### config.mk
export PLATFORM = sky130hd
export DESIGN_NAME = cpu_axi_bridge
export DESIGN_NICKNAME = d
export VERILOG_FILES = /design/src/rtl/cpu_axi_pkg.sv /design/src/rtl/axi_rd_arbiter.sv /design/src/rtl/cpu_axi_bridge.sv
export SDC_FILE = /design/constraint.sdc
export NUM_CORES = 1
export LEC_CHECK = 0
export BUFFER_PORTS_ARGS = -buffer_cell sky130_fd_sc_hd__buf_2
export CAP_MARGIN = 0
export CORE_AREA = 3 3 149 151
export DETAILED_ROUTE_END_ITERATION = 8
export DIE_AREA = 0 0 152 154
export GPL_ROUTABILITY_DRIVEN = 1
export PLACE_DENSITY_LB_ADDON = 0.08
export SETUP_SLACK_MARGIN = 0.1
export SYNTH_ARGS = -nofsm -noshare
export SYNTH_HDL_FRONTEND = slang
export SYNTH_SLANG_ARGS = --single-unit
### constraint.sdc
create_clock -name clk -period 2.8 [get_ports clk]
set_input_delay 0.28 -clock clk [delete_from_list [all_inputs] [get_ports clk]]
set_output_delay 0.28 -clock clk [all_outputs]
set_load 0.01 [all_outputs]
### src/rtl/cpu_axi_pkg.sv
// Shared types and constants for the CPU-to-AXI3 bridge.
package cpu_axi_pkg;

  typedef enum logic [1:0] {RD_IDLE, RD_AR, RD_R} rd_state_e;
  typedef enum logic [1:0] {WR_IDLE, WR_AW_W, WR_B} wr_state_e;

  localparam logic [3:0] ID_INST        = 4'd0;
  localparam logic [3:0] ID_DATA        = 4'd1;
  localparam logic [3:0] ID_WR          = 4'd1;
  localparam logic [1:0] AXI_BURST_INCR = 2'b01;

  // Core size codes are bytes-log2 already; AXI just wants a third bit.
  function automatic logic [2:0] axi_size(input logic [1:0] sz);
    return {1'b0, sz};
  endfunction

endpackage

### src/rtl/axi_rd_arbiter.sv
// Read-grant arbiter: fetch vs. data load, with read-after-write blocking.
// BRIDGE_DATA_PRIORITY_EN defined: loads always win a contested grant.
// Undefined: round-robin on a 1-bit last-grant register (reset = data).
module axi_rd_arbiter
  import cpu_axi_pkg::*;
(
  input  logic        clk,
  input  logic        reset,
  input  logic        rd_idle_i,
  input  logic        wr_busy_i,
  input  logic [29:0] wr_word_i,
  input  logic        inst_req_i,
  input  logic [29:0] inst_word_i,
  input  logic        load_req_i,
  input  logic [29:0] load_word_i,
  output logic        inst_gnt_o,
  output logic        load_gnt_o
);

  logic inst_ok, load_ok;

  // A read of the word a pending store targets must wait for the B response.
  assign inst_ok = inst_req_i & ~(wr_busy_i & (inst_word_i == wr_word_i));
  assign load_ok = load_req_i & ~(wr_busy_i & (load_word_i == wr_word_i));

`ifdef BRIDGE_DATA_PRIORITY_EN
  logic unused_arb;
  assign unused_arb = clk ^ reset;

  // Fixed priority: the load wins whenever it is eligible.
  always_comb begin
    load_gnt_o = rd_idle_i & load_ok;
    inst_gnt_o = rd_idle_i & inst_ok & ~load_ok;
  end
`else
  logic last_data_q, last_data_d;

  // Round-robin: on contention the port that did not win last time goes next.
  always_comb begin
    load_gnt_o  = rd_idle_i & load_ok & (~inst_ok | ~last_data_q);
    inst_gnt_o  = rd_idle_i & inst_ok & (~load_ok |  last_data_q);
    last_data_d = last_data_q;
    if (load_gnt_o)      last_data_d = 1'b1;
    else if (inst_gnt_o) last_data_d = 1'b0;
  end

  // Remember which port took the most recent read grant.
  always_ff @(posedge clk) begin
    if (reset) last_data_q <= 1'b1;
    else       last_data_q <= last_data_d;
  end
`endif

endmodule

### src/rtl/cpu_axi_bridge.sv
// Fetch + load/store req/addr_ok/data_ok ports onto one AXI3 master.
// One outstanding read, one outstanding write, RAW-blocked reads.
// Optional BRIDGE_DATA_PRIORITY_EN selects fixed load priority on reads.
module cpu_axi_bridge
  import cpu_axi_pkg::*;
(
  input  logic        clk,
  input  logic        reset,
  // fetch port
  input  logic        inst_req,
  input  logic [1:0]  inst_size,
  input  logic [31:0] inst_addr,
  output logic        inst_addr_ok,
  output logic        inst_data_ok,
  output logic [31:0] inst_rdata,
  // load/store port
  input  logic        data_req,
  input  logic        data_wr,
  input  logic [1:0]  data_size,
  input  logic [3:0]  data_wstrb,
  input  logic [31:0] data_addr,
  input  logic [31:0] data_wdata,
  output logic        data_addr_ok,
  output logic        data_data_ok,
  output logic [31:0] data_rdata,
  // AR
  output logic [3:0]  arid,
  output logic [31:0] araddr,
  output logic [3:0]  arlen,
  output logic [2:0]  arsize,
  output logic [1:0]  arburst,
  output logic [1:0]  arlock,
  output logic [3:0]  arcache,
  output logic [2:0]  arprot,
  output logic        arvalid,
  input  logic        arready,
  // R
  input  logic [3:0]  rid,
  input  logic [31:0] rdata,
  input  logic [1:0]  rresp,
  input  logic        rlast,
  input  logic        rvalid,
  output logic        rready,
  // AW
  output logic [3:0]  awid,
  output logic [31:0] awaddr,
  output logic [3:0]  awlen,
  output logic [2:0]  awsize,
  output logic [1:0]  awburst,
  output logic [1:0]  awlock,
  output logic [3:0]  awcache,
  output logic [2:0]  awprot,
  output logic        awvalid,
  input  logic        awready,
  // W
  output logic [3:0]  wid,
  output logic [31:0] wdata,
  output logic [3:0]  wstrb,
  output logic        wlast,
  output logic        wvalid,
  input  logic        wready,
  // B
  input  logic [3:0]  bid,
  input  logic [1:0]  bresp,
  input  logic        bvalid,
  output logic        bready
);

  rd_state_e   rd_state_q;
  wr_state_e   wr_state_q;
  logic [3:0]  arid_q;
  logic [31:0] araddr_q;
  logic [2:0]  arsize_q;
  logic        arvalid_q, rready_q;
  logic [31:0] awaddr_q;
  logic [2:0]  awsize_q;
  logic [31:0] wdata_q;
  logic [3:0]  wstrb_q;
  logic        awvalid_q, wvalid_q, bready_q;

  logic rd_idle, wr_busy, inst_gnt, load_gnt, store_gnt;
  logic r_hs, b_hs, aw_done, w_done;

  // Grants are suppressed while reset is held so nothing is accepted then.
  assign rd_idle   = (rd_state_q == RD_IDLE) & ~reset;
  assign wr_busy   = (wr_state_q != WR_IDLE);
  assign store_gnt = (wr_state_q == WR_IDLE) & ~reset & data_req & data_wr;

  axi_rd_arbiter u_rd_arb (
    .clk         (clk),
    .reset       (reset),
    .rd_idle_i   (rd_idle),
    .wr_busy_i   (wr_busy),
    .wr_word_i   (awaddr_q[31:2]),
    .inst_req_i  (inst_req),
    .inst_word_i (inst_addr[31:2]),
    .load_req_i  (data_req & ~data_wr),
    .load_word_i (data_addr[31:2]),
    .inst_gnt_o  (inst_gnt),
    .load_gnt_o  (load_gnt)
  );

  assign inst_addr_ok = inst_gnt;
  assign data_addr_ok = load_gnt | store_gnt;

  // Completions come straight off the R/B handshakes, routed by ID.
  assign r_hs         = rvalid & rready_q;
  assign b_hs         = bvalid & bready_q;
  assign inst_data_ok = r_hs & (rid == ID_INST);
  assign data_data_ok = (r_hs & (rid == ID_DATA)) | b_hs;
  assign inst_rdata   = rdata;
  assign data_rdata   = rdata;

  // Read FSM: latch the granted request, drive AR, then accept one R beat.
  always_ff @(posedge clk) begin
    if (reset) begin
      rd_state_q <= RD_IDLE;
      arid_q     <= '0;
      araddr_q   <= '0;
      arsize_q   <= '0;
      arvalid_q  <= 1'b0;
      rready_q   <= 1'b0;
    end else begin
      case (rd_state_q)
        RD_IDLE: if (inst_gnt | load_gnt) begin
          rd_state_q <= RD_AR;
          arvalid_q  <= 1'b1;
          if (load_gnt) begin
            arid_q   <= ID_DATA;
            araddr_q <= data_addr;
            arsize_q <= axi_size(data_size);
          end else begin
            arid_q   <= ID_INST;
            araddr_q <= inst_addr;
            arsize_q <= axi_size(inst_size);
          end
        end
        RD_AR: if (arready) begin
          rd_state_q <= RD_R;
          arvalid_q  <= 1'b0;
          rready_q   <= 1'b1;
        end
        RD_R: if (rvalid) begin
          rd_state_q <= RD_IDLE;
          rready_q   <= 1'b0;
        end
        default: rd_state_q <= RD_IDLE;
      endcase
    end
  end

  // AW and W retire independently; either order or together.
  assign aw_done = ~awvalid_q | awready;
  assign w_done  = ~wvalid_q  | wready;

  // Write FSM: latch the store, run AW/W in parallel, then wait for B.
  always_ff @(posedge clk) begin
    if (reset) begin
      wr_state_q <= WR_IDLE;
      awaddr_q   <= '0;
      awsize_q   <= '0;
      wdata_q    <= '0;
      wstrb_q    <= '0;
      awvalid_q  <= 1'b0;
      wvalid_q   <= 1'b0;
      bready_q   <= 1'b0;
    end else begin
      case (wr_state_q)
        WR_IDLE: if (store_gnt) begin
          wr_state_q <= WR_AW_W;
          awaddr_q   <= data_addr;
          awsize_q   <= axi_size(data_size);
          wdata_q    <= data_wdata;
          wstrb_q    <= data_wstrb;
          awvalid_q  <= 1'b1;
          wvalid_q   <= 1'b1;
        end
        WR_AW_W: begin
          if (awready) awvalid_q <= 1'b0;
          if (wready)  wvalid_q  <= 1'b0;
          if (aw_done & w_done) begin
            wr_state_q <= WR_B;
            bready_q   <= 1'b1;
          end
        end
        WR_B: if (bvalid) begin
          wr_state_q <= WR_IDLE;
          bready_q   <= 1'b0;
        end
        default: wr_state_q <= WR_IDLE;
      endcase
    end
  end

  assign arid    = arid_q;
  assign araddr  = araddr_q;
  assign arsize  = arsize_q;
  assign arvalid = arvalid_q;
  assign rready  = rready_q;
  assign arlen   = 4'd0;
  assign arburst = AXI_BURST_INCR;
  assign arlock  = 2'd0;
  assign arcache = 4'd0;
  assign arprot  = 3'd0;

  assign awid    = ID_WR;
  assign awaddr  = awaddr_q;
  assign awsize  = awsize_q;
  assign awvalid = awvalid_q;
  assign awlen   = 4'd0;
  assign awburst = AXI_BURST_INCR;
  assign awlock  = 2'd0;
  assign awcache = 4'd0;
  assign awprot  = 3'd0;

  assign wid     = ID_WR;
  assign wdata   = wdata_q;
  assign wstrb   = wstrb_q;
  assign wlast   = 1'b1;
  assign wvalid  = wvalid_q;
  assign bready  = bready_q;

  // Responses and single-beat markers carry nothing the core needs.
  logic unused_resp;
  assign unused_resp = ^{rresp, rlast, bid, bresp};

endmodule

==> flow_summary.yaml <==
die:
  die-area_sq_um: 23400
  core_sq_um: 21000
  initial_core_util: 0.292
  ios: 381
  placementRows: 53
  dieHeight_um: 154
  die_w_um: 152
route:
  antenna_left: 0
  vias: 5579
  wire_per_inst_um: 17.8
  vias_per_cell: 4.57
  drcViolationCount: 0
  first_pass_iters: 5
  dr.first_iter.drc_count: 289
  wirelength_um: 21700
synthesis:
  synth_area_sq_um: 6120
  synth_top_cell_area_share: 0.376
  synth_fa_ha_area_frac: 0
  synth_seq_cells: 115
  synth_compound_area_frac: 0.157
  synth_top_family_by_area: "simple AND/OR/NAND/NOR gates"
  yosys.area_share.simple: 0.197
  synth_area_leaders: "dfxtp_1, buf_4, nand2_1, o21ai_0, xnor2_1"
  synth_edf_count: 0
  synth-main-ff-cell: "dfxtp_1"
  yosysMostFrequentCell: "nand2_1"
  synthCells: 773
  yosysTopAreaCell: "dfxtp_1"
  synthMuxAreaShare: 0
  seq_area_frac_synth: 0.376
  syn_area_per_cell_sq_um: 7.92
  synth_xor_area_frac: 0.0858
  ys_async_sr_fraction: 0
  yosys_warnings: 0
  synth_commonest_cells: "nand2_1, dfxtp_1, buf_4, o21ai_0, xnor2_1"
  synth.distinct_cells: 37
layout:
  area_growth_pct: 24.1
  drive_gt1_frac: 0.325
  fin_util: 0.363
  diodes: 0
  seq_area_sq_um: 2300
  nFillCells: 2294
  multi_input_area_sq_um: 2900
  nets: 1091
setup_path:
  path_cells: "xor2_1 > or4_4 > nor4_4 > a21o_1 > nand2_2 > nand2b_1 > buf_2"
  slowest_delay_ns: 0.56
  setup.worst_path.start_class: "flip-flop"
  cp-end-kind: "primary output"
  cp_slowest_cell: "or4_4"
  cp_max_fo: 4
  cp_data_required_time_ns: 2.52
  cp_top_family: "simple AND/OR/NAND/NOR gates"
  timing.critical_path.buf_inv: 1
  path_class: "flip-flop to primary output"
  cp.arrival_ns: 2.29
place:
  port_buffers: 231
  place_ws_ns: 0.349
  gp_congestion: 0.800
  dpl.hpwl_um: 16000
cts:
  clk_path_buf_depth: 2
  h-tree-depth: 4
  cts_tree: "built"
  cts.clk_slew.worst_paths_ns: 0.06
  insertion_delay_ns: 0.42
  ctsHoldBuffers: 0
  cts_root_buf: "clkbuf_16"
  cts_buffers: 17
  clkSinkCount: 115
flow_run:
  cap_violations: 0
timing:
  hold_viol_final: 0
  rsz0062_at_grt: "no"
  slew_headroom: 0.423
  maxSlewViolCount: 0
  fin_setup_tns_ns: 0
  skew_ns: 0.00988
  setup_viol: 0
  postLayoutSetupSlackWorst_ns: 0.231
  tightest_slew_ns: 0.866
  period_share: 0.918
  hold_ws_ns: 0.0550
  finalCriticalPeriod_ns: 2.57
  fmax_ghz: 0.389
power_and_ir_drop:
  irDropWorstVdd_uv: 387
  total_power_mw: 4.99
  p_per_area_nw_per_um2: 657
  leakage_nw: 3.25
run_status:
  status: "complete, no violations"
grt:
  grt_pass1_vias: 5380
  grt_max_degree: 72
  grt_remaining_overflow: 0
  grt_usage: 0.180
  grt_antenna_before_repair: 3
  grt_pass1_wl_um: 32700
min_path:
  hp-class: "input port to flip-flop"
final timing paths:
path / from / to / slack [ns] / cells past startpoint
worst max register to register: awaddr[11] / araddr[26] / 0.33 / 9
worst min register to register: wstrb[3] / wstrb[3] / 0.46 / 2
worst max-delay path: awaddr[11] / data_addr_ok / 0.23 / 7
worst min-delay path: data_wdata[7] / wdata[7] / 0.05 / 3
state kept, by name, indices dropped and copies added, names as in the netlist:
name and cells:
awvalid 1, rready 1, arsize 2, araddr 32, arid 1, rd_state_q 2
arvalid 1, wr_state_q 2, wstrb 4, awaddr 32, bready 1, wvalid 1
awsize 2, u_rd_arb.last_data_q 1, wdata 32
cell usage in the layout, fill, tap and decap left out, types with 3 or more instances in the layout:
master,Yosys,routed
nand3_1,39,39
nor3_1,38,37
o21ai_1,12,12
inv_1,6,6
o21ai_0,98,98
a21oi_1,9,8
buf_4,110,27
buf_2,8,231
nand2_1,152,151
clkinv_4,0,3
xor2_1,6,6
nand2b_1,3,3
conb_1,2,44
nor2_1,10,10
clkinvlp_4,0,3
bufinv_16,0,4
a311oi_1,34,34
xnor2_1,54,53
inv_6,0,3
dfxtp_1,115,114
clkbuf_16,0,17
nand4_1,12,12
per-stage QoR:
step / cell area (sq um) / cells
6_report: 7600 / 1220
5_1_grt: 7600 / 1220
4_1_cts: 7570 / 1216
3_5_place_dp: 6900 / 1180
3_3_place_gp: 6900 / 1180
2_1_floorplan: 6280 / 815
layer usage:
metal,track usage,part of all wire,up-vias
met5,0,0.0016,-
met3,0.0599,0.074,43
met4,0.0535,0.015,6
met1,0.241,0.46,2509
met2,0.276,0.45,218
li1,-,-,2803
final cells by class:
cell class              instances  share of cell area
flip-flops and latches        115               0.303
clock inverters                15              0.0270
well taps                     275              0.0453
multi-input cells             531               0.381
clock buffers                  17              0.0560
inverters                       7             0.00346
repair buffers                260               0.184
tightest hold or removal path, delay by kind of cell:
family	cells	cell delay, ns
compound gates	1	0.05
buf+inv	1	0.07
simple gates	1	0.03
what timing repair did:
item	CTS	global route
pin swaps	3	2
setup endpoints to repair	1	2
hold endpoints to repair	0	0
setup buffers	4	4
gates resized for setup	1	2
kinds of logic after synthesis:
logic type,count (synthesis)
and+or+nand+nor,266
buffers and inverters,169
AOI/OAI and AO/OA,161
DFF,115
xor gates and xnor gates,60
other,2
report_power, final:
| part | internal (mW) | switching [mW] | total (mW) |
|---|---|---|---|
| Combinational | 0.320 | 0.487 | 0.807 |
| Clock | 1.50 | 0.851 | 2.35 |
| Sequential | 1.76 | 0.0820 | 1.84 |
| Total | 3.57 | 1.42 | 4.99 |
Power figures use the tool's default switching activity.
